===== src/rtl/regfile_sb_if.sv =====
// Register-file bus: write ports, read ports, busy scoreboard set/query.
interface regfile_sb_if #(
  parameter int XLEN = 32,
  parameter int NREG = 32,
  parameter int NRD  = 2
);
  localparam int AWID = $clog2(NREG);

  logic                 WE0;
  logic [AWID-1:0]      AW0;
  logic [XLEN-1:0]      D0;
  logic                 WE1;
  logic [AWID-1:0]      AW1;
  logic [XLEN-1:0]      D1;
  logic [NRD*AWID-1:0]  AR;
  logic [NRD*XLEN-1:0]  Q;
  logic [NRD-1:0]       BUSY;
  logic                 SET;
  logic [AWID-1:0]      SA;
  logic [AWID:0]        BUSY_CNT;

  modport master (
    output WE0, AW0, D0, WE1, AW1, D1, AR, SET, SA,
    input  Q, BUSY, BUSY_CNT
  );

  modport slave (
    input  WE0, AW0, D0, WE1, AW1, D1, AR, SET, SA,
    output Q, BUSY, BUSY_CNT
  );
endinterface


===== src/rtl/regfile_sb.sv =====
// Dual-write, NRD-read integer register file with optional write bypass
// and a per-register busy scoreboard for RAW hazard detection.
module regfile_sb #(
  parameter int XLEN   = 32,
  parameter int NREG   = 32,
  parameter int NRD    = 2,
  parameter int BYPASS = 1
) (
  input  logic        CLK,
  input  logic        RST,
  regfile_sb_if.slave bus
);
  localparam int AWID = $clog2(NREG);

  logic [NREG-1:0][XLEN-1:0] regs_q;
  logic [NREG-1:0]           busy_q, busy_d;
  logic [AWID:0]             cnt_q, cnt_d;

  logic wr0, wr1, set_v;
  logic inc, dec0, dec1;

  assign wr0   = bus.WE0 && (bus.AW0 != '0);
  assign wr1   = bus.WE1 && (bus.AW1 != '0);
  assign set_v = bus.SET && (bus.SA != '0);

  // Port 1 is assigned last so it wins a same-address collision.
  always_ff @(posedge CLK) begin
    if (RST) begin
      regs_q <= '0;
    end else begin
      if (wr0) regs_q[bus.AW0] <= bus.D0;
      if (wr1) regs_q[bus.AW1] <= bus.D1;
    end
  end

  // Set is applied after clears: a new producer supersedes the old one.
  always_comb begin
    busy_d = busy_q;
    if (wr0)   busy_d[bus.AW0] = 1'b0;
    if (wr1)   busy_d[bus.AW1] = 1'b0;
    if (set_v) busy_d[bus.SA]  = 1'b1;
  end

  // Incremental popcount; a dual write to one register decrements once.
  always_comb begin
    inc   = set_v && !busy_q[bus.SA];
    dec0  = wr0 && busy_q[bus.AW0] && !(set_v && bus.SA == bus.AW0);
    dec1  = wr1 && busy_q[bus.AW1] && !(set_v && bus.SA == bus.AW1)
            && !(wr0 && bus.AW0 == bus.AW1);
    cnt_d = cnt_q + {{AWID{1'b0}}, inc} - {{AWID{1'b0}}, dec0}
                  - {{AWID{1'b0}}, dec1};
  end

  always_ff @(posedge CLK) begin
    if (RST) begin
      busy_q <= '0;
      cnt_q  <= '0;
    end else begin
      busy_q <= busy_d;
      cnt_q  <= cnt_d;
    end
  end

  logic [NRD-1:0][XLEN-1:0] q_rd;
  logic [NRD-1:0]           b_rd;

  for (genvar k = 0; k < NRD; k++) begin : g_rd
    logic [AWID-1:0] ar;
    logic            hit0, hit1;
    assign ar   = bus.AR[k*AWID +: AWID];
    assign hit0 = wr0 && (bus.AW0 == ar);
    assign hit1 = wr1 && (bus.AW1 == ar);

    always_comb begin
      q_rd[k] = regs_q[ar];
      b_rd[k] = busy_q[ar];
      if (BYPASS != 0) begin
        if (hit1)      q_rd[k] = bus.D1;
        else if (hit0) q_rd[k] = bus.D0;
        if ((hit0 || hit1) && !(set_v && bus.SA == ar)) b_rd[k] = 1'b0;
      end
      if (ar == '0) begin
        q_rd[k] = '0;
        b_rd[k] = 1'b0;
      end
    end
  end

  assign bus.Q        = q_rd;
  assign bus.BUSY     = b_rd;
  assign bus.BUSY_CNT = cnt_q;
endmodule


===== src/flat_wrapper.sv =====
// flat-port wrapper written by rule: the top's interface ports become plain ports
module regfile_sb_flat 
#(
  parameter int XLEN   = 32,
  parameter int NREG   = 32,
  parameter int NRD    = 2,
  parameter int BYPASS = 1
)
  (CLK, RST, bus_WE0, bus_AW0, bus_D0, bus_WE1, bus_AW1, bus_D1, bus_AR, bus_SET, bus_SA, bus_Q, bus_BUSY, bus_BUSY_CNT);
  regfile_sb_if #(.XLEN(XLEN), .NREG(NREG), .NRD(NRD)) bus_i ();
  input  logic CLK;
  input  logic RST;
  input wire logic [$bits(bus_i.WE0)-1:0] bus_WE0;
  input wire logic [$bits(bus_i.AW0)-1:0] bus_AW0;
  input wire logic [$bits(bus_i.D0)-1:0] bus_D0;
  input wire logic [$bits(bus_i.WE1)-1:0] bus_WE1;
  input wire logic [$bits(bus_i.AW1)-1:0] bus_AW1;
  input wire logic [$bits(bus_i.D1)-1:0] bus_D1;
  input wire logic [$bits(bus_i.AR)-1:0] bus_AR;
  input wire logic [$bits(bus_i.SET)-1:0] bus_SET;
  input wire logic [$bits(bus_i.SA)-1:0] bus_SA;
  output wire logic [$bits(bus_i.Q)-1:0] bus_Q;
  output wire logic [$bits(bus_i.BUSY)-1:0] bus_BUSY;
  output wire logic [$bits(bus_i.BUSY_CNT)-1:0] bus_BUSY_CNT;
  assign bus_i.WE0 = bus_WE0;
  assign bus_i.AW0 = bus_AW0;
  assign bus_i.D0 = bus_D0;
  assign bus_i.WE1 = bus_WE1;
  assign bus_i.AW1 = bus_AW1;
  assign bus_i.D1 = bus_D1;
  assign bus_i.AR = bus_AR;
  assign bus_i.SET = bus_SET;
  assign bus_i.SA = bus_SA;
  assign bus_Q = bus_i.Q;
  assign bus_BUSY = bus_i.BUSY;
  assign bus_BUSY_CNT = bus_i.BUSY_CNT;
  regfile_sb #(.XLEN(XLEN), .NREG(NREG), .NRD(NRD), .BYPASS(BYPASS)) u_core (.CLK(CLK), .RST(RST), .bus(bus_i));
endmodule

===== config.mk =====
export PLATFORM = sky130hd
export DESIGN_NAME = regfile_sb_flat
export DESIGN_NICKNAME = d
export VERILOG_FILES = /design/src/rtl/regfile_sb_if.sv /design/src/rtl/regfile_sb.sv /design/src/flat_wrapper.sv
export SDC_FILE = /design/constraint.sdc
export NUM_CORES = 2
export LEC_CHECK = 0
export CAP_MARGIN = 40
export CORE_MARGIN = 5
export CORE_UTILIZATION = 34
export DETAILED_ROUTE_END_ITERATION = 12
export SLEW_MARGIN = 15
export SYNTH_ARGS = -nofsm -noshare
export SYNTH_HDL_FRONTEND = slang
export SYNTH_SLANG_ARGS = --single-unit

===== constraint.sdc =====
create_clock -name CLK -period 6.7 [get_ports CLK]
set_clock_uncertainty 0.05 [all_clocks]
set_input_delay 1.34 -clock CLK [delete_from_list [all_inputs] [get_ports CLK]]
set_output_delay 1.34 -clock CLK [all_outputs]
set_load 0.02 [all_outputs]

==> metrics <==
CP Cell Sequence clkdlybuf4s50_1 -> buf_4 -> xnor2_1 -> nand3_1 -> nor3_4 -> buf_4 -> nand3_1 -> a31oi_2 -> buf_4; H-tree levels 3; CTS buffer count between 100 and 150; Crit Path Max Fanout 16; Synth area leaders dfxtp_1, mux4_2, mux2i_1, a311oi_1, nor2_1; IO Pins roughly 170; DRC viols 0; core area around 0.19 mm2; die area ~0.2 mm2; Critical Path Sink Type output port; CP dominant cell by count buf_4; EDFF count, synth 0; RR Startpoint u_core.busy_q[23]$_SDFF_PP0_; post-synth top area share 0.319; maximum vdd drop between 200 and 250 uV; Hold Path Depth 1; Max Cap Viol 0; Hold Crit Start u_core.regs_q[30]$_SDFF_PP0_; crit path launch bus_AW0[2]; proportion of layout cells with a drive suffix above 1 0.176; final hold slack about 430 ps; routed len/inst about 35 um; total grt overflow 0; clock root buffer clkbuf_16; Syn Area/Cell just over 9 um2; distinct cell type count after synthesis 73; setup TNS 0 ps; clock buffer depth 3; clk slew on worst S/H paths 60 ps; hpwl dp 208000 um; critical path capture point bus_Q[19]; Post-Layout Cell Count 9656; Synth Cell Area approximately 0.067 mm2; placed cells about 9400; delay of the slowest cell on the worst path 780 ps; Seq/Total Area, Yosys 0.319; antenna-violating nets left 0; RePlAce Congestion 1.01; vias per cell around 7.0; Slew Viols, Final 0; Static Leak around 25 nW; slowest CP cell nor3_4; Clock Sinks roughly 1100; Area Growth Syn to Fin 12.7%; minimum clock period 6580 ps; most frequent cell after synthesis nor2_1; Post CTS Setup Buffer Count 0; Place WS approximately 560 ps; register bit count reported by yosys 1062; final wirelength 338000 um; outcome complete, no violations; first drt pass iteration count 10; ys flop type dfxtp_1; Worst Path Arrival ~5200 ps; row count roughly 160; initial antenna violation count 26; Crit Path Category input pin to output port; Filler cells 19000; Fmax between 150 and 200 MHz; Mapped Cells ~7300; Hold Buf Count CTS 0; Crit path required time around 5300 ps; Port Buffer Count ~170; Nets about 7000; Final Worst Setup Slack 118 ps; routed via count between 60000 and 70000; biggest area consumer among synthesized cells dfxtp_1; Max-slew headroom 0.330; R2R setup slack 2890 ps; GR Util All Layers 0.314; first-pass GRT wire length approximately 470000 um; Mapped Nets about 7400; clk_lat worst skew 760 ps; width of the die ~450 um; Final period util 0.982; actual slew at the worst max-slew pin 1000 ps; PD cells a little over 200 mW/mm2; final setup vio count 0; RSZ-0062 raised after global routing false; vias in the first global route 62300; largest net degree at the start of global routing around 180; startpoint type of the worst setup path input pin; die height 453 um; RR Endpoint u_core.bus.BUSY_CNT[5]$_SDFF_PP0_; Worst Hold Class flip-flop to flip-flop; CTS-repair resized insts 0; Starting Density 0.342; DR iter-0 viols 12400; Post-synth top cells nor2_1, dfxtp_1, clkbuf_1; worst r2r path cells 13; CTS tree done; Core Util, Final 0.386; Post-synth ARST share 0; final hold vios 0; Yosys warning total 0
[cell usage in the layout, fill, tap and decap left out, drive strengths merged, types with 9 or more instances in the layout]
master,n
dfxtp,1062
buf,416
o21ai,47
a22oi,53
a31oi,25
o22a,15
xnor2,24
nand2,681
clkbuf,165
nor3,52
a21oi,83
nor2,1081
bufinv,9
a211oi,505
clkdlybuf4s50,101
nand3,558
o2111ai,21
nand2b,10
xor2,25
mux2,11
inv,25
nor2b,53
a311oi,510
diode,15
clkinv,23
and3,17
o22ai,38
mux2i,628
a32oi,28
or4,16
nand4,82
nor4,17
mux4,530
nand3b,15
[worst min path at each step]
stage                                               to  slack, ps
after floorplan            u_core.regs_q[0]$_SDFF_PP0_        400
final                     u_core.regs_q[30]$_SDFF_PP0_        430
after detailed placement  u_core.regs_q[10]$_SDFF_PP0_        420
after global routing      u_core.regs_q[12]$_SDFF_PP0_        440
after global placement    u_core.regs_q[24]$_SDFF_PP0_        410
after CTS                 u_core.regs_q[14]$_SDFF_PP0_        430
[state kept, by name, summed over array words and instances, names as in the netlist]
name                 count
u_core.busy_q           32
u_core.regs_q         1024
u_core.bus.BUSY_CNT      6
[power breakdown]
| group | internal [mW] | leakage [nW] | switching (mW) |
|---|---|---|---|
| clock network | 3.77 | 1.87 | 2.98 |
| registers | 6.44 | 8.58 | 0.105 |
| logic | 0.684 | 14.5 | 1.48 |
[through the flow]
stage	power, mW	instance area [um2]
after floorplan	7.87	66700
after global placement	8.70	70400
after detailed placement	8.73	71200
after CTS	15.3	75000
after global routing	15.7	75100
final	15.5	75200
[cell families (layout without fill, tap and decap cells)]
group                      count (synthesis)  in the layout  share of synthesized area
muxes                                   1169           1169                      0.275
DFF                                     1062           1062                      0.319
buffers and inverters                   1072            746                     0.0670
AOI/OAI and AO/OA                       1367           1367                      0.160
and+or+nand+nor                         2616           2616                      0.171
xor gates and xnor gates                  49             49                    0.00643
other                                      0             15                          0
adders and majority gates                  8              8                    0.00173
[cell type report]
type	instances	area [um2]	area share
well taps	2624	3280	0.0437
inverters	21	78.8	0.00105
clock buffers	165	3310	0.0440
repair buffers	517	5280	0.0702
flip-flops and latches	1062	21300	0.283
multi-input cells	5209	41400	0.551
clock inverters	43	514	0.00684
diodes	15	37.5	0.000499
[routing by layer]
layer | track usage | share of wire | vias to the layer above
li1 | - | - | 26800
met4 | 0.259 | 0.10 | 22
met2 | 0.439 | 0.40 | 6092
met5 | 0.00350 | 0.00084 | -
met3 | 0.120 | 0.15 | 1769
met1 | 0.379 | 0.34 | 32800
[critical path: cells and delay by family]
kind | cells | cell delay, ps
xor gates and xnor gates | 1 | 140
and+or+nand+nor | 3 | 1230
AOI/OAI and AO/OA | 1 | 780
buffers and inverters | 4 | 1690
No activity file was read; power rests on OpenSTA's default activity.
